===== src/rtl/mbox_pkg.sv =====
// Shared constants for the inbound mailbox word reassembler: register offsets,
// CTRL bit positions and the assembly state derived from the byte count.
package mbox_pkg;
    localparam int MBOX_BYTES = 4;

    localparam logic [2:0] MBOX_IBUF = 3'h0;
    localparam logic [2:0] MBOX_STAT = 3'h1;
    localparam logic [2:0] MBOX_CTRL = 3'h2;

    localparam int CTRL_FLUSH_BIT   = 24;
    localparam int CTRL_IRQ_EN_BIT  = 25;
    localparam int CTRL_CLR_OVR_BIT = 26;

    typedef enum logic {
        ASM_FILL  = 1'b0,
        ASM_STALL = 1'b1
    } asm_state_e;

    function automatic asm_state_e asm_state(input logic [2:0] cnt);
        return (cnt == 3'(MBOX_BYTES)) ? ASM_STALL : ASM_FILL;
    endfunction
endpackage


===== src/rtl/mbox_rx_if_if.sv =====
// Wishbone slave bus bundle for the inbound mailbox reader; the slave modport
// is the register block, the master modport is the bus host.
interface mbox_rx_if_if #(
    parameter int WB_AW = 5,
    parameter int WB_DW = 32
);
    logic                 wb_cyc_i;
    logic                 wb_stb_i;
    logic                 wb_we_i;
    logic [3:0]           wb_sel_i;
    logic [WB_AW-3:0]     wb_adr_i;
    logic [WB_DW-1:0]     wb_dat_i;
    logic [WB_DW-1:0]     wb_dat_o;
    logic                 wb_ack_o;

    modport slave (
        input  wb_cyc_i, wb_stb_i, wb_we_i, wb_sel_i, wb_adr_i, wb_dat_i,
        output wb_dat_o, wb_ack_o
    );

    modport master (
        output wb_cyc_i, wb_stb_i, wb_we_i, wb_sel_i, wb_adr_i, wb_dat_i,
        input  wb_dat_o, wb_ack_o
    );
endinterface


===== src/rtl/mbox_rx_asm.sv =====
// Byte-to-word assembler with a one-word hold buffer; pops the mailbox in the same
// cycle it sees a byte, and stalls the mailbox while a full word waits for the hold.
module mbox_rx_asm
    import mbox_pkg::*;
#(
    parameter int WOU_DW = 8
) (
    input  logic                         clk,
    input  logic                         rst,
    input  logic                         mbox_empty_i,
    input  logic [WOU_DW-1:0]            mbox_di_i,
    output logic                         mbox_rd_o,
    input  logic                         pop_i,
    input  logic                         flush_i,
    output logic                         hold_valid_o,
    output logic [MBOX_BYTES*WOU_DW-1:0] hold_buf_o,
    output logic [2:0]                   asm_cnt_o,
    output logic                         ovr_set_o
);
    localparam int WW = MBOX_BYTES * WOU_DW;

    logic [2:0]    asm_cnt_q, asm_cnt_d;
    logic [WW-1:0] asm_buf_q, asm_buf_d;
    logic [WW-1:0] hold_buf_q, hold_buf_d;
    logic          hold_valid_q, hold_valid_d;
    asm_state_e    state;
    logic          xfer;

    always_ff @(posedge clk or posedge rst) begin
        if (rst) begin
            asm_cnt_q    <= '0;
            asm_buf_q    <= '0;
            hold_buf_q   <= '0;
            hold_valid_q <= 1'b0;
        end else begin
            asm_cnt_q    <= asm_cnt_d;
            asm_buf_q    <= asm_buf_d;
            hold_buf_q   <= hold_buf_d;
            hold_valid_q <= hold_valid_d;
        end
    end

    // Gated by rst so the mailbox is never popped while the byte would be discarded.
    always_comb begin
        state     = asm_state(asm_cnt_q);
        mbox_rd_o = ~rst & ~mbox_empty_i & (state == ASM_FILL) & ~flush_i;
        xfer      = (state == ASM_STALL) & (~hold_valid_q | pop_i);
        ovr_set_o = mbox_rd_o & (asm_cnt_q == 3'(MBOX_BYTES - 1)) & hold_valid_q & ~pop_i;
    end

    always_comb begin
        asm_cnt_d    = asm_cnt_q;
        asm_buf_d    = asm_buf_q;
        hold_buf_d   = hold_buf_q;
        hold_valid_d = hold_valid_q;
        if (flush_i) begin
            asm_cnt_d    = '0;
            hold_valid_d = 1'b0;
        end else begin
            if (xfer) begin
                hold_buf_d   = asm_buf_q;
                hold_valid_d = 1'b1;
                asm_cnt_d    = '0;
            end else if (pop_i) begin
                hold_valid_d = 1'b0;
            end
            // Never coincides with xfer: a full assembler blocks mbox_rd_o.
            if (mbox_rd_o) begin
                asm_cnt_d = asm_cnt_q + 3'd1;
                for (int i = 0; i < MBOX_BYTES; i++) begin
                    if (int'(asm_cnt_q) == i) asm_buf_d[i*WOU_DW +: WOU_DW] = mbox_di_i;
                end
            end
        end
    end

    assign hold_valid_o = hold_valid_q;
    assign hold_buf_o   = hold_buf_q;
    assign asm_cnt_o    = asm_cnt_q;
endmodule


===== src/rtl/mbox_rx_if.sv =====
// Wishbone register front end of the inbound mailbox reader; 1-cycle ack, IBUF reads
// withhold ack until a word is held. irq_o exists only when MBOX_RX_IRQ_EN is defined.
module mbox_rx_if
    import mbox_pkg::*;
#(
    parameter int WB_AW  = 5,
    parameter int WB_DW  = 32,
    parameter int WOU_DW = 8
) (
    input  logic              wb_clk_i,
    input  logic              wb_rst_i,
    mbox_rx_if_if.slave       wb,
    output logic              mbox_rd_o,
    input  logic [WOU_DW-1:0] mbox_di_i,
    input  logic              mbox_empty_i
`ifdef MBOX_RX_IRQ_EN
    ,
    output logic              irq_o
`endif
);
    localparam int ADR_W = WB_AW - 2;

    logic             ack_q, ack_d;
    logic [WB_DW-1:0] dat_q, dat_d;
    logic             overrun_q, overrun_d;
    logic             irq_en;
    logic             req, rd_req, wr_req;
    logic             ibuf_sel, stat_sel, ctrl_sel, ctrl_wr;
    logic             pop_now, flush_now, ovr_set, ovr_clr;
    logic             hold_valid;
    logic [WB_DW-1:0] hold_buf;
    logic [2:0]       asm_cnt;
    logic [WB_DW-1:0] stat_word, ctrl_word;
    logic             unused_ok;

    mbox_rx_asm #(.WOU_DW(WOU_DW)) u_asm (
        .clk          (wb_clk_i),
        .rst          (wb_rst_i),
        .mbox_empty_i (mbox_empty_i),
        .mbox_di_i    (mbox_di_i),
        .mbox_rd_o    (mbox_rd_o),
        .pop_i        (pop_now),
        .flush_i      (flush_now),
        .hold_valid_o (hold_valid),
        .hold_buf_o   (hold_buf),
        .asm_cnt_o    (asm_cnt),
        .ovr_set_o    (ovr_set)
    );

    // Decode is qualified by ~ack_q so a strobe held through its ack acts only once.
    always_comb begin
        req       = wb.wb_cyc_i & wb.wb_stb_i & ~ack_q;
        rd_req    = req & ~wb.wb_we_i;
        wr_req    = req & wb.wb_we_i;
        ibuf_sel  = (wb.wb_adr_i == ADR_W'(MBOX_IBUF));
        stat_sel  = (wb.wb_adr_i == ADR_W'(MBOX_STAT));
        ctrl_sel  = (wb.wb_adr_i == ADR_W'(MBOX_CTRL));
        ctrl_wr   = wr_req & ctrl_sel & wb.wb_sel_i[3];
        flush_now = ctrl_wr & wb.wb_dat_i[CTRL_FLUSH_BIT];
        ovr_clr   = ctrl_wr & wb.wb_dat_i[CTRL_CLR_OVR_BIT];
        pop_now   = rd_req & ibuf_sel & hold_valid;
        ack_d     = req & ~(ibuf_sel & ~wb.wb_we_i & ~hold_valid);

        stat_word    = '0;
        stat_word[0] = hold_valid;
        stat_word[3:1] = asm_cnt;
        stat_word[4] = overrun_q;
        ctrl_word    = '0;
        ctrl_word[CTRL_IRQ_EN_BIT] = irq_en;

        dat_d = dat_q;
        if (rd_req & ack_d) begin
            if (ibuf_sel)      dat_d = hold_buf;
            else if (stat_sel) dat_d = stat_word;
            else if (ctrl_sel) dat_d = ctrl_word;
            else               dat_d = '0;
        end

        overrun_d = overrun_q;
        if (ovr_clr)      overrun_d = 1'b0;
        else if (ovr_set) overrun_d = 1'b1;
    end

    always_ff @(posedge wb_clk_i or posedge wb_rst_i) begin
        if (wb_rst_i) begin
            ack_q     <= 1'b0;
            dat_q     <= '0;
            overrun_q <= 1'b0;
        end else begin
            ack_q     <= ack_d;
            dat_q     <= dat_d;
            overrun_q <= overrun_d;
        end
    end

`ifdef MBOX_RX_IRQ_EN
    logic irq_en_q, irq_en_d, irq_q, irq_d;

    always_comb begin
        irq_en_d = irq_en_q;
        if (ctrl_wr) irq_en_d = wb.wb_dat_i[CTRL_IRQ_EN_BIT];
        irq_d = irq_en_q & hold_valid;
    end

    always_ff @(posedge wb_clk_i or posedge wb_rst_i) begin
        if (wb_rst_i) begin
            irq_en_q <= 1'b0;
            irq_q    <= 1'b0;
        end else begin
            irq_en_q <= irq_en_d;
            irq_q    <= irq_d;
        end
    end

    assign irq_en = irq_en_q;
    assign irq_o  = irq_q;
`else
    assign irq_en = 1'b0;
`endif

    assign wb.wb_ack_o = ack_q;
    assign wb.wb_dat_o = dat_q;
    assign unused_ok   = &{1'b0, wb.wb_sel_i[2:0], wb.wb_dat_i};
endmodule


===== src/flat_wrapper.sv =====
// flat-port wrapper written by rule: the top's interface ports become plain ports
module mbox_rx_if_flat import mbox_pkg::*;
#(
    parameter int WB_AW  = 5,
    parameter int WB_DW  = 32,
    parameter int WOU_DW = 8
)
  (wb_clk_i, wb_rst_i, mbox_rd_o, mbox_di_i, mbox_empty_i, wb_wb_cyc_i, wb_wb_stb_i, wb_wb_we_i, wb_wb_sel_i, wb_wb_adr_i, wb_wb_dat_i, wb_wb_dat_o, wb_wb_ack_o);
  mbox_rx_if_if #(.WB_AW(WB_AW), .WB_DW(WB_DW)) wb_i ();
  input  logic wb_clk_i;
  input  logic wb_rst_i;
  output logic mbox_rd_o;
  input  logic [WOU_DW-1:0] mbox_di_i;
  input  logic mbox_empty_i;
  input wire logic [$bits(wb_i.wb_cyc_i)-1:0] wb_wb_cyc_i;
  input wire logic [$bits(wb_i.wb_stb_i)-1:0] wb_wb_stb_i;
  input wire logic [$bits(wb_i.wb_we_i)-1:0] wb_wb_we_i;
  input wire logic [$bits(wb_i.wb_sel_i)-1:0] wb_wb_sel_i;
  input wire logic [$bits(wb_i.wb_adr_i)-1:0] wb_wb_adr_i;
  input wire logic [$bits(wb_i.wb_dat_i)-1:0] wb_wb_dat_i;
  output wire logic [$bits(wb_i.wb_dat_o)-1:0] wb_wb_dat_o;
  output wire logic [$bits(wb_i.wb_ack_o)-1:0] wb_wb_ack_o;
  assign wb_i.wb_cyc_i = wb_wb_cyc_i;
  assign wb_i.wb_stb_i = wb_wb_stb_i;
  assign wb_i.wb_we_i = wb_wb_we_i;
  assign wb_i.wb_sel_i = wb_wb_sel_i;
  assign wb_i.wb_adr_i = wb_wb_adr_i;
  assign wb_i.wb_dat_i = wb_wb_dat_i;
  assign wb_wb_dat_o = wb_i.wb_dat_o;
  assign wb_wb_ack_o = wb_i.wb_ack_o;
  mbox_rx_if #(.WB_AW(WB_AW), .WB_DW(WB_DW), .WOU_DW(WOU_DW)) u_core (.wb_clk_i(wb_clk_i), .wb_rst_i(wb_rst_i), .wb(wb_i), .mbox_rd_o(mbox_rd_o), .mbox_di_i(mbox_di_i), .mbox_empty_i(mbox_empty_i));
endmodule

===== config.mk =====
export PLATFORM = sky130hd
export DESIGN_NAME = mbox_rx_if_flat
export DESIGN_NICKNAME = d
export VERILOG_FILES = /design/src/rtl/mbox_pkg.sv /design/src/rtl/mbox_rx_if_if.sv /design/src/rtl/mbox_rx_asm.sv /design/src/rtl/mbox_rx_if.sv /design/src/flat_wrapper.sv
export SDC_FILE = /design/constraint.sdc
export NUM_CORES = 1
export LEC_CHECK = 0
export BUFFER_PORTS_ARGS = -buffer_cell sky130_fd_sc_hd__buf_2
export CORE_UTILIZATION = 58
export DETAILED_ROUTE_END_ITERATION = 12
export PLACE_DENSITY = 0.84
export SYNTH_ARGS = -nofsm -noshare
export SYNTH_HDL_FRONTEND = slang
export SYNTH_SLANG_ARGS = --single-unit

===== constraint.sdc =====
create_clock -name wb_clk_i -period 5.2 [get_ports wb_clk_i]
set_clock_uncertainty 0.1 [all_clocks]
set_input_delay 0.26 -clock wb_clk_i [delete_from_list [all_inputs] [get_ports wb_clk_i]]
set_output_delay 0.26 -clock wb_clk_i [all_outputs]
set_load 0.02 [all_outputs]

# Yosys cells after proc, flatten, opt, wreduce, memory -nomap -nowiden
# Index checks and enable logic that the tools add are counted.
# totals
register_bits,102
latchBits,0
ramBits,0
rom_bits,0
input_bits,53
word_cells,70
memories,0
# classes
n_addsub,1
multipliers,0
div_mod_pow,0
n_lt_le_gt_ge,0
n_eq_ne,7
n_shift,0
mux,11
n_bitwise,31
reduce_logical,10
# op_table
cell,count
32-bit two-way mux,1
1-bit AND,21
3-bit AND reduction,4
3-bit by 2-bit equality test with 1-bit output (second input constant),3
3-bit equality test (second input constant),3
3-bit two-way mux,3
1-bit inverter,9
3-bit logical NOT,2
1-bit two-way mux,6
3-bit nonzero test,2
5-bit two-way mux,1
3-bit by 1-bit adder with 3-bit output (second input constant),1
3-bit by 1-bit equality test with 1-bit output (second input constant),1
2-bit AND reduction,1
2-bit nonzero test,1
1-bit OR,1

# Depth between registers and ports, before layout
# Gate-level depths: netlist of run 1.
# logic_depth
word_depth,13
ltp_mapped,6

# By module
# From an unflattened synthesis of run 1, not the netlist that was laid out.
# hier_totals
cells_unflattened,259
hier_area_um2,4038.9
# modules_own_cells
mod,n_inst,cells_each,area_each_um2,seq_area_each_um2
mbox_rx_asm,1,166,2682.6,1701.6
mbox_rx_if,1,93,1356.3,850.8

# Worst setup path before layout of run 1
# Ideal clock, no wire load.
# synth_path
path_type,reg2reg
startpoint,"register u_core.u_asm.asm_cnt_q[0], in the netlist u_core.u_asm.asm_cnt_o[0]"
endpoint,register u_core.u_asm.asm_buf_q[24]
setup_time_ns,0.125
arrival_ns,1.787
setup_slack_ns,3.188
path_stages_with_launch,7
period_less_slack_ns,2.012
path_cell_list,dfrtp_1 inv_1 ha_1 a211oi_2 and3_4 buf_6 mux2_4
# synth_between
elab_chain_cells,6
# synth_lines
element,line,text
start: declaration,mbox_rx_asm.sv:22,"logic [2:0] asm_cnt_q, asm_cnt_d;"
start signal: assignment,mbox_rx_asm.sv:36,asm_cnt_q <= asm_cnt_d;
3-bit equality test,mbox_pkg.sv:20,return (cnt == 3'(MBOX_BYTES)) ? ASM_STALL : ASM_FILL;
1-bit two-way mux,mbox_pkg.sv:20,
1-bit inverter,mbox_rx_asm.sv:46,mbox_rd_o = ~rst & ~mbox_empty_i & (state == ASM_FILL) & ~flush_i;
1-bit AND (2 in series),mbox_rx_asm.sv:46,
3-bit AND reduction (no line) *,n/a,
end signal: assignment,mbox_rx_asm.sv:37,asm_buf_q <= asm_buf_d;
end: declaration,mbox_rx_asm.sv:23,"logic [WW-1:0] asm_buf_q, asm_buf_d;"
# Mark *: on every way between the ends. The rest lies on a longest branch, timed or not.
# A chain may end at the register's enable or synchronous reset.

# Final worst setup path of run 1
# layout_path
startpoint,"register u_core.u_asm.asm_cnt_q[0], in the netlist u_core.u_asm.asm_cnt_o[0]"
endpoint,output port mbox_rd_o
# layout_between
elab_chain_cells,5
# layout_lines
element,line,text
3-bit equality test,mbox_pkg.sv:20,
1-bit two-way mux,mbox_pkg.sv:20,
1-bit inverter,mbox_rx_asm.sv:46,
1-bit AND (2 in series),mbox_rx_asm.sv:46,
end: declaration,flat_wrapper.sv:12,output logic mbox_rd_o;
# Every way passes these cells.

==> flow_metrics.env, run 1 <==
export IMPL_run_status="complete, no violations"
export IMPL_yosysSeqAreaShare=0.623
export IMPL_combPwrFrac=0.215
export IMPL_insertion_delay_ns=0.37
export IMPL_fin_setup_tns_ns=0
export IMPL_worst_slew_pin_transition_ns=0.692
export IMPL_timing_hold_violations_final=0
export IMPL_hp_class="input pin to register"
export IMPL_irDropWorstVdd_mv=0.209
export IMPL_timing_max_transition_violations_final=0
export IMPL_yosys_most_used_dff="sky130_fd_sc_hd__dfrtp_1"
export IMPL_vias_in_the_first_global_route=2542
export IMPL_synth_lib_cells_used_distinct=41
export IMPL_area_growth_pct=14.2
export IMPL_max_freq_mhz=420
export IMPL_groute_usage_overall=0.237
export IMPL_root_buffer="sky130_fd_sc_hd__clkbuf_8"
export IMPL_detail_route_wl_per_cell_um=18.5
export IMPL_synth_enable_flop_cells=0
export IMPL_critical_path_endpoint_type="output port"
export IMPL_placementRows=30
export IMPL_internal_power_w=0.00163
export IMPL_grt_max_degree=60
export IMPL_cp_start_kind="register"
export IMPL_core_um2=6790
export IMPL_layout_core_utilization=0.689
export IMPL_seq_power_share=0.537
export IMPL_detailroute_via_count=2409
export IMPL_async_reset_ff_frac=1.00
export IMPL_final_min_clock_period_ns=2.38
export IMPL_detail_route_first_pass_iterations=4
export IMPL_power_leakage_nw=2.33
export IMPL_finalSetupViolations=0
export IMPL_syn_cell_area_um2=4100
export IMPL_criticalPathCategory="register to output port"
export IMPL_grt_overflow=0
export IMPL_remaining_drc_errors=0
export IMPL_preCtsSetupSlack_ns=2.95
export IMPL_grt_pass1_wl_um=12900
export IMPL_grt_setup_unrepaired="false"
export IMPL_p_switching_w=0.000630
export IMPL_final_net_count=383
export IMPL_power_frac_clock=0.248
export IMPL_clock_sink_count=102
export IMPL_ys_ff_latch=102
export IMPL_vias_per_cell=5.65
export IMPL_synthTopCellsByArea="sky130_fd_sc_hd__dfrtp_1 62%, sky130_fd_sc_hd__mux2_2 15%, sky130_fd_sc_hd__a22o_1 5.8%"
export IMPL_ctsLongestPathBuffers=2
export IMPL_share_of_final_layout_standard_cells_stronger_than_drive_strength_1=0.452
export IMPL_insertedDiodeCount=0
export IMPL_syn_area_per_cell_um2=15.4
export IMPL_yosysMostFrequentCell="sky130_fd_sc_hd__dfrtp_1"
export IMPL_placer_s_final_routability_congestion_estimate=0.770
export IMPL_h_tree_depth=3
export IMPL_post_route_clock_period_utilization=0.458
export IMPL_worst_endpoint_required_ns=4.84
export IMPL_total_power_w=0.00226
export IMPL_power_per_cell_area_nw_per_um2=483
export IMPL_num_fill_cells=468
export IMPL_arrival_time_of_data_at_the_critical_path_endpoint_ns=2.02
export IMPL_synth_largest_type_area_fraction=0.623
export IMPL_post_synthesis_cell_type_with_the_largest_combined_area="sky130_fd_sc_hd__dfrtp_1"
export IMPL_number_of_setup_buffers_added_after_cts=0
export IMPL_postRouteWirelength_um=7890
export IMPL_cts_buffers=9
export IMPL_cts_tree="built"
export IMPL_final_area_um2=4680
export IMPL_postLayoutSetupSlackWorst_ns=2.82
export IMPL_synthesis_warning_total=0
export IMPL_netlist_instances=266
export IMPL_place_area_um2=4440
export IMPL_route_antenna_remaining_nets=0
export IMPL_synth_fp_nets=324
export IMPL_cap_violations=0
export IMPL_clkTransAtPathRegs_ns=0.08
export IMPL_die_y_extent_um=86.1
export IMPL_io_pins=87
export IMPL_dp_hpwl_um=5270
export IMPL_swShare=0.279
export IMPL_worst_slew_margin_rel=0.539
export IMPL_floorplan_die_area_um2=7410
export IMPL_critPathMaxFanout=7
export IMPL_chipWidth_um=86.1
export IMPL_initial_utilization=0.603
export IMPL_yosys_top_cells_count="102 x sky130_fd_sc_hd__dfrtp_1, 55 x sky130_fd_sc_hd__mux2_2, 27 x sky130_fd_sc_hd__a22o_1"
export IMPL_antenna_found_initial=0
export IMPL_drt_initial_violations=130
export IMPL_port_buffers=53
-- critical path, cell delays in order (launching register included) --
cell,delay [ns]
sky130_fd_sc_hd__dfrtp_1,0.47
sky130_fd_sc_hd__inv_1,0.10
sky130_fd_sc_hd__ha_1,0.29
sky130_fd_sc_hd__a211oi_2,0.44
sky130_fd_sc_hd__and2_1,0.20
sky130_fd_sc_hd__buf_2,0.16
-- routing by layer --
metal | up-vias | global-route usage | part of all wire
met5 | - | 0 | 0
met4 | 0 | 0.0773 | 0.013
met3 | 12 | 0.0654 | 0.043
met2 | 59 | 0.401 | 0.51
met1 | 1235 | 0.295 | 0.43
li1 | 1103 | - | -
-- power groups by stage --
stage	Clock, W	Combinational [W]	Sequential [W]
floorplan	0	0.000376	0.00119
global placement	0	0.000454	0.00120
detailed placement	0	0.000485	0.00122
CTS	0.000568	0.000493	0.00121
global route	0.000601	0.000536	0.00124
finish	0.000559	0.000486	0.00121
-- cells in the final DEF (no fill, tap or decap), types with 2 or more instances in the layout --
cell	instances
sky130_fd_sc_hd__dfrtp_1	102
sky130_fd_sc_hd__mux2_2	55
sky130_fd_sc_hd__buf_2	53
sky130_fd_sc_hd__a22o_1	27
sky130_fd_sc_hd__clkbuf_8	11
sky130_fd_sc_hd__mux2_4	8
sky130_fd_sc_hd__nand2_1	7
sky130_fd_sc_hd__o21ai_0	5
sky130_fd_sc_hd__ha_1	5
sky130_fd_sc_hd__and2_1	4
sky130_fd_sc_hd__inv_1	4
sky130_fd_sc_hd__a21oi_1	4
sky130_fd_sc_hd__a22oi_1	4
sky130_fd_sc_hd__nand3_2	3
sky130_fd_sc_hd__buf_4	3
sky130_fd_sc_hd__nor2_1	2
sky130_fd_sc_hd__bufinv_16	2
sky130_fd_sc_hd__clkinv_2	2
-- layout make-up --
class,instances,area (um2),area share
repair buffers,57,298,0.0636
flip-flops and latches,102,2550,0.545
clock buffers,11,151,0.0323
multi-input cells,150,1460,0.312
well taps,96,120,0.0257
inverters,5,21.3,0.00454
clock inverters,5,78.8,0.0168
-- metrics by stage --
stage | std cells | hold slack (ns)
after floorplan | 266 | 0.299
after CTS | 426 | 0.0583
after global routing | 426 | 0.0704
after global placement | 409 | 0.262
after detailed placement | 409 | 0.267
final | 426 | 0.0702
-- timing repair --
action	in CTS	in global routing
endpoints found under the hold margin	43	0
endpoints found under the setup margin	0	0
gates resized for setup	0	0
hold buffers	1	0
-- registers in the layout (all words and copies together), names as in the netlist --
name	count
u_core.u_asm.asm_buf_q	32
u_core.u_asm.hold_buf_o	32
u_core.wb.wb_dat_o	32
u_core.u_asm.asm_cnt_o	3
u_core.overrun_q	1
u_core.u_asm.hold_valid_o	1
u_core.wb.wb_ack_o	1
-- logic make-up after synthesis --
logic type,after synthesis,share of synthesized area
multiplexers,64,0.183
AO/OA/AOI/OAI,49,0.0958
XOR/XNOR,1,0.00214
adder cells (fa/ha/maj),5,0.0153
buffers and inverters,14,0.0217
flip-flops,102,0.623
AND/OR/NAND/NOR,31,0.0595
-- worst paths after layout --
path                                                  startpoint  slack [ns]  cells past startpoint                                endpoint
max reg2reg                u_core.u_asm.asm_cnt_o[0]$_DFFE_PP0P_        2.91                      5  u_core.u_asm.asm_buf_q[26]$_DFFE_PP0P_
min reg2reg                    u_core.wb.wb_dat_o[3]$_DFFE_PP0P_        0.39                      2       u_core.wb.wb_dat_o[3]$_DFFE_PP0P_
max                        u_core.u_asm.asm_cnt_o[0]$_DFFE_PP0P_        2.82                      5                               mbox_rd_o
min                                                   wb_wb_we_i        0.07                      2            u_core.wb.wb_ack_o$_DFF_PP0_
max in group asynchronous                               wb_rst_i        3.50                      4      u_core.wb.wb_dat_o[20]$_DFFE_PP0P_
min in group asynchronous                               wb_rst_i        0.41                      3   u_core.u_asm.asm_cnt_o[2]$_DFFE_PP0P_
Note: power is estimated with default switching activity, not from simulation.
==> run 2, diff against run 1 <==
--- a/config.mk
+++ b/config.mk
@@ -6,9 +6,9 @@
 export NUM_CORES = 1
 export LEC_CHECK = 0
 export BUFFER_PORTS_ARGS = -buffer_cell sky130_fd_sc_hd__buf_2
-export CORE_UTILIZATION = 58
+export CORE_UTILIZATION = 49
 export DETAILED_ROUTE_END_ITERATION = 12
-export PLACE_DENSITY = 0.84
+export PLACE_DENSITY = 0.76
 export SYNTH_ARGS = -nofsm -noshare
 export SYNTH_HDL_FRONTEND = slang
 export SYNTH_SLANG_ARGS = --single-unit
==> constraint.sdc (replaced) <==
create_clock -name wb_clk_i -period 2 [get_ports wb_clk_i]
set_clock_uncertainty 0.1 [all_clocks]
set_input_delay 0.1 -clock wb_clk_i [delete_from_list [all_inputs] [get_ports wb_clk_i]]
set_output_delay 0.1 -clock wb_clk_i [all_outputs]
set_load 0.02 [all_outputs]
==> run 2 against run 1 <==
  * Core utilization fell by 7.5 points
  * Cell area rose by 4.0%
  * Wire length fell by 3.0%
  * Largest cell class unchanged
==> flow_metrics.env, run 2 (synthesis results as in run 1) <==
export IMPL_final_net_count=399
export IMPL_place_area_um2=4530
export IMPL_drt_initial_violations=93
export IMPL_clkTransAtPathRegs_ns=0.09
export IMPL_h_tree_depth=3
export IMPL_grt_max_degree=103
export IMPL_num_fill_cells=608
export IMPL_cp_start_kind="register"
export IMPL_core_um2=7930
export IMPL_io_pins=87
export IMPL_crit_path_cell_trace="inv_1 > ha_2 > a211oi_4 > buf_6 > and2_1 > buf_2"
export IMPL_worst_slew_margin_rel=0.600
export IMPL_detail_route_first_pass_iterations=4
export IMPL_groute_usage_overall=0.195
export IMPL_remaining_drc_errors=0
export IMPL_grt_pass1_wl_um=12700
export IMPL_critPathMaxFanout=6
export IMPL_worst_slew_pin_transition_ns=0.599
export IMPL_grt_setup_unrepaired="false"
export IMPL_cts_tree="built"
export IMPL_irDropWorstVdd_mv=0.510
export IMPL_critical_path_endpoint_type="output port"
export IMPL_clock_sink_count=102
export IMPL_finalSetupViolations=0
export IMPL_port_buffers=53
export IMPL_placer_s_final_routability_congestion_estimate=0.731
export IMPL_final_area_um2=4870
export IMPL_placementRows=32
export IMPL_insertedDiodeCount=0
export IMPL_critical_path_slowest_cell="sky130_fd_sc_hd__dfrtp_1"
export IMPL_worst_r2r_endpoint="u_core.u_asm.asm_buf_q[29]$_DFFE_PP0P_"
export IMPL_dp_hpwl_um=4860
export IMPL_power_per_cell_area_nw_per_um2=1200
export IMPL_detailroute_via_count=2425
export IMPL_run_status="complete, no violations"
export IMPL_criticalPathCategory="register to output port"
export IMPL_endpoint="mbox_rd_o"
export IMPL_max_freq_mhz=527
export IMPL_area_growth_pct=18.7
export IMPL_fin_setup_tns_ns=0
export IMPL_most_common_layout_cells="102 x sky130_fd_sc_hd__dfrtp_1, 55 x sky130_fd_sc_hd__mux2_2, 53 x sky130_fd_sc_hd__buf_2, 27 x sky130_fd_sc_hd__a22o_1, 11 x sky130_fd_sc_hd__dlygate4sd3_1"
export IMPL_detail_route_wl_per_cell_um=17.1
export IMPL_cp_buffers_inverters=3
export IMPL_critical_path_top_delay_family="buffers and inverters"
export IMPL_vias_in_the_first_global_route=2459
export IMPL_hp_class="input pin to register"
export IMPL_share_of_final_layout_standard_cells_stronger_than_drive_strength_1=0.446
export IMPL_worst_endpoint_required_ns=1.80
export IMPL_post_route_clock_period_utilization=0.949
export IMPL_arrival_time_of_data_at_the_critical_path_endpoint_ns=1.70
export IMPL_crit_cells=6
export IMPL_die_y_extent_um=93.5
export IMPL_final_min_clock_period_ns=1.90
export IMPL_route_antenna_remaining_nets=0
export IMPL_crit_path_max_incr_delay_ns=0.38
export IMPL_power_leakage_nw=2.40
export IMPL_rr_worst_depth=5
export IMPL_ctsLongestPathBuffers=2
export IMPL_timing_hold_violations_final=0
export IMPL_root_buffer="sky130_fd_sc_hd__clkbuf_8"
export IMPL_initial_utilization=0.517
export IMPL_postRouteWirelength_um=7650
export IMPL_chipWidth_um=93.5
export IMPL_layout_cells_most_common="sky130_fd_sc_hd__dfrtp_1"
export IMPL_ff2ff_setup_slack_ns=0.18
export IMPL_crit_path_start="u_core.u_asm.asm_cnt_o[1]$_DFFE_PP0P_"
export IMPL_floorplan_die_area_um2=8740
export IMPL_antenna_found_initial=0
export IMPL_vias_per_cell=5.43
export IMPL_cts_buffers=9
export IMPL_cap_violations=0
export IMPL_grt_overflow=0
export IMPL_insertion_delay_ns=0.36
export IMPL_timing_max_transition_violations_final=0
export IMPL_reg2reg_from="u_core.u_asm.asm_cnt_o[1]$_DFFE_PP0P_"
==> run 2: cell type report <==
type,count,area (um2),area share
clock buffers,10,128,0.0262
clock inverters,5,82.6,0.0170
inverters,5,22.5,0.00463
multi-input cells,150,1470,0.302
flip-flops and latches,102,2550,0.525
well taps,102,128,0.0262
repair buffers,73,484,0.0995
==> run 2: through the flow <==
stage | utilization | cells | worst slack [ns] | power (W) | hold slack [ns]
floorplan | - | 266 | 0.0345 | 0.00407 | 0.139
global placement | 0.572 | 420 | 0.151 | 0.00437 | 0.226
detailed placement | 0.572 | 420 | 0.0986 | 0.00447 | 0.238
CTS | 0.613 | 447 | 0.0290 | 0.00589 | 0.0399
global route | 0.614 | 447 | 0.00204 | 0.00619 | 0.0645
finish | 0.614 | 447 | 0.103 | 0.00585 | 0.0598
==> run 2: worst min path at each step <==
stage                                                        to  depth (start not counted)   startpoint
after floorplan                    u_core.wb.wb_ack_o$_DFF_PP0_                          1   wb_wb_we_i
after global placement    u_core.u_asm.asm_cnt_o[2]$_DFFE_PP0P_                          3     wb_rst_i
after detailed placement  u_core.u_asm.asm_buf_q[5]$_DFFE_PP0P_                          3     wb_rst_i
after CTS                          u_core.wb.wb_ack_o$_DFF_PP0_                          3  wb_wb_cyc_i
after global routing               u_core.wb.wb_ack_o$_DFF_PP0_                          3  wb_wb_cyc_i
final                              u_core.wb.wb_ack_o$_DFF_PP0_                          3  wb_wb_cyc_i
==> run 2: tightest hold or removal path, cell delays in order <==
cell	delay [ns]
sky130_fd_sc_hd__buf_2	0.11
sky130_fd_sc_hd__and3b_1	0.17
sky130_fd_sc_hd__o31a_1	0.10
==> run 2: repair_timing <==
item	CTS	global route
hold endpoints to repair	136	0
endpoints found under the setup margin	1	1
setup buffers	1	0
gates resized for setup	0	2
pin swaps	0	0
hold buffers	11	0
==> run 2: layer usage <==
metal	global-route usage	up-vias	wire (um)
met3	0.0350	7	195
met2	0.320	36	3810
met1	0.261	1251	3550
met5	0	-	0
li1	-	1131	-
met4	0.0654	0	89
==> run 2: report_power, final <==
group          total [W]  switching [W]  internal (W)
Sequential       0.00312       0.000381       0.00274
Combinational    0.00135       0.000552      0.000800
Clock            0.00138       0.000676      0.000706
==> run 3, diff against run 2 <==
==> constraint.sdc (replaced) <==
create_clock -name wb_clk_i -period 2 [get_ports wb_clk_i]
set_clock_uncertainty 0.1 [all_clocks]
set_input_delay 0.3 -clock wb_clk_i [delete_from_list [all_inputs] [get_ports wb_clk_i]]
set_output_delay 0.3 -clock wb_clk_i [all_outputs]
set_load 0.02 [all_outputs]
==> run 3 against run 2 <==
  * Worst hold slack got worse by 0.031 ns
  * Core utilization decreased by 0.50 points
  * Critical path depth is the same
  * Via count shrank 0.78%
  * Wire length is 0.46% lower
  * Die area is the same
  * Clock power fell by 10%
  * Global-route usage about the same
  * First-iteration DRC count up 24%
  * Sequential cell count stayed put
  * Register-to-register slack got worse by 0.10 ns
==> flow_metrics.env, run 3 (synthesis results as in run 1) <==
export IMPL_core_um2=7930
export IMPL_layout_cells_most_common="sky130_fd_sc_hd__dfrtp_1"
export IMPL_postLayoutSetupSlackWorst_ns=0.0282
export IMPL_route_antenna_remaining_nets=0
export IMPL_grt_setup_unrepaired="true"
export IMPL_cts_tree="built"
export IMPL_io_pins=87
export IMPL_grt_pass1_wl_um=12600
export IMPL_criticalPathCategory="register to output port"
export IMPL_crit_path_start="u_core.u_asm.asm_cnt_o[1]$_DFFE_PP0P_"
export IMPL_total_power_w=0.00577
export IMPL_port_buffers=53
export IMPL_critical_path_slowest_cell="sky130_fd_sc_hd__dfrtp_1"
export IMPL_grt_overflow=0
export IMPL_crit_path_max_incr_delay_ns=0.36
export IMPL_h_tree_depth=3
export IMPL_dp_cells=426
export IMPL_initial_utilization=0.517
export IMPL_detail_route_wl_per_cell_um=17.1
export IMPL_power_leakage_nw=2.39
export IMPL_remaining_drc_errors=0
export IMPL_placer_s_final_routability_congestion_estimate=0.743
export IMPL_hp_class="input pin to async pin"
export IMPL_cp_start_kind="register"
export IMPL_root_buffer="sky130_fd_sc_hd__clkbuf_8"
export IMPL_insertion_delay_ns=0.36
export IMPL_final_net_count=397
export IMPL_clkTransAtPathRegs_ns=0.10
export IMPL_share_of_final_layout_standard_cells_stronger_than_drive_strength_1=0.488
export IMPL_final_min_clock_period_ns=1.97
export IMPL_grt_max_degree=103
export IMPL_ctsLongestPathBuffers=2
export IMPL_hold_fix_buffers_at_cts=0
export IMPL_irDropWorstVdd_mv=0.514
export IMPL_detail_route_first_pass_iterations=4
export IMPL_timing_max_transition_violations_final=0
export IMPL_vias_in_the_first_global_route=2466
export IMPL_finalSetupViolations=0
export IMPL_groute_usage_overall=0.195
export IMPL_preCtsSetupSlack_ns=0.0865
export IMPL_dp_hpwl_um=5200
export IMPL_final_cell_count_no_fill=446
export IMPL_antenna_found_initial=0
export IMPL_postRouteWirelength_um=7620
export IMPL_worst_slew_pin_transition_ns=0.582
export IMPL_critPathMaxFanout=3
export IMPL_cap_violations=0
export IMPL_worst_slew_margin_rel=0.611
export IMPL_timing_hold_violations_final=0
export IMPL_power_per_cell_area_nw_per_um2=1200
export IMPL_post_route_clock_period_utilization=0.986
export IMPL_layout_core_utilization=0.609
export IMPL_area_growth_pct=17.7
export IMPL_run_status="complete, no violations"
export IMPL_max_freq_mhz=507
export IMPL_chipWidth_um=93.5
export IMPL_crit_path_cell_trace="inv_2 > ha_4 > a211oi_4 > buf_6 > and2_4 > buf_6"
export IMPL_vias_per_cell=5.39
export IMPL_worst_path_most_repeated_cell="sky130_fd_sc_hd__buf_6"
export IMPL_detailroute_via_count=2406
export IMPL_worst_endpoint_required_ns=1.60
export IMPL_cts_buffers=9
export IMPL_most_common_layout_cells="102 x sky130_fd_sc_hd__dfrtp_1, 55 x sky130_fd_sc_hd__mux2_2, 52 x sky130_fd_sc_hd__buf_2, 27 x sky130_fd_sc_hd__a22o_1, 14 x sky130_fd_sc_hd__buf_4"
export IMPL_floorplan_die_area_um2=8740
export IMPL_arrival_time_of_data_at_the_critical_path_endpoint_ns=1.57
export IMPL_drt_initial_violations=115
export IMPL_placementRows=32
export IMPL_reg2reg_from="u_core.wb.wb_ack_o$_DFF_PP0_"
export IMPL_insertedDiodeCount=0
export IMPL_critical_path_endpoint_type="output port"
export IMPL_clock_sink_count=102
export IMPL_num_fill_cells=624
export IMPL_die_y_extent_um=93.5
-- run 3: cell count changes in the layout (fill, tap and decap cells not counted), sizes merged --
cell,delta
dlygate4sd3,-11
buf,+9
clkinvlp,+3
bufinv,-2
clkbuf,+1
inv,-1
-- run 3: critical path: cells and delay by family, from the launching register on --
kind                       cells  cell delay (ns)
DFF                            1             0.36
AOI/OAI and AO/OA              1             0.26
adders and majority gates      1             0.17
and+or+nand+nor                1             0.13
buffers and inverters          3             0.30
-- run 3: routing by layer --
metal	vias up	part of all wire	wire length, um	track usage
li1	1126	-	-	-
met1	1239	0.47	3550	0.267
met2	30	0.50	3790	0.308
met3	11	0.024	184	0.0455
met4	0	0.012	90	0.0615
met5	-	0	0	0
-- run 3: path summary, 6_finish.rpt --
path                                                      endpoint  slack, ns  cells after the start
hold reg to reg                  u_core.wb.wb_dat_o[1]$_DFFE_PP0P_       0.38                      2
hold / removal               u_core.u_asm.asm_buf_q[7]$_DFFE_PP0P_       0.03                      3
setup / recovery                                         mbox_rd_o       0.03                      6
max in group asynchronous       u_core.wb.wb_dat_o[18]$_DFFE_PP0P_       1.40                      3
setup reg to reg           u_core.u_asm.hold_buf_o[27]$_DFFE_PP0P_       0.08                      6
min in group wb_clk_i                 u_core.wb.wb_ack_o$_DFF_PP0_       0.11                      2
-- run 3: cell type report --
cell class	count	area [um2]	area share
flip-flops and latches	102	2550	0.529
well taps	102	128	0.0264
multi-input cells	150	1480	0.307
inverters	5	22.5	0.00467
clock buffers	11	151	0.0314
repair buffers	71	448	0.0928
clock inverters	5	42.5	0.00882
-- run 3: metrics by stage --
| stage | instance area [um2] | hold slack (ns) | setup TNS [ns] |
|---|---|---|---|
| floorplan | 4110 | 0.339 | 0 |
| global placement | 4580 | 0.362 | 0 |
| detailed placement | 4580 | 0.369 | 0 |
| CTS | 4790 | 0.0461 | 0 |
| global route | 4830 | 0.0606 | -0.0461 |
| finish | 4830 | 0.0287 | 0 |
-- run 3: repair_timing --
| action | in CTS | in global routing |
|---|---|---|
| endpoints found under the hold margin | 0 | 0 |
| pin swaps | 1 | 1 |
| setup endpoints to repair | 1 | 1 |
| gates resized for setup | 3 | 5 |
| buffers inserted | 2 | 2 |
-- run 3: report_power, final --
part,internal (W),switching [W],total (W),leakage [nW]
combinational,0.000843,0.000572,0.00141,0.966
sequential,0.00274,0.000376,0.00311,1.34
clock,0.000531,0.000712,0.00124,0.0897
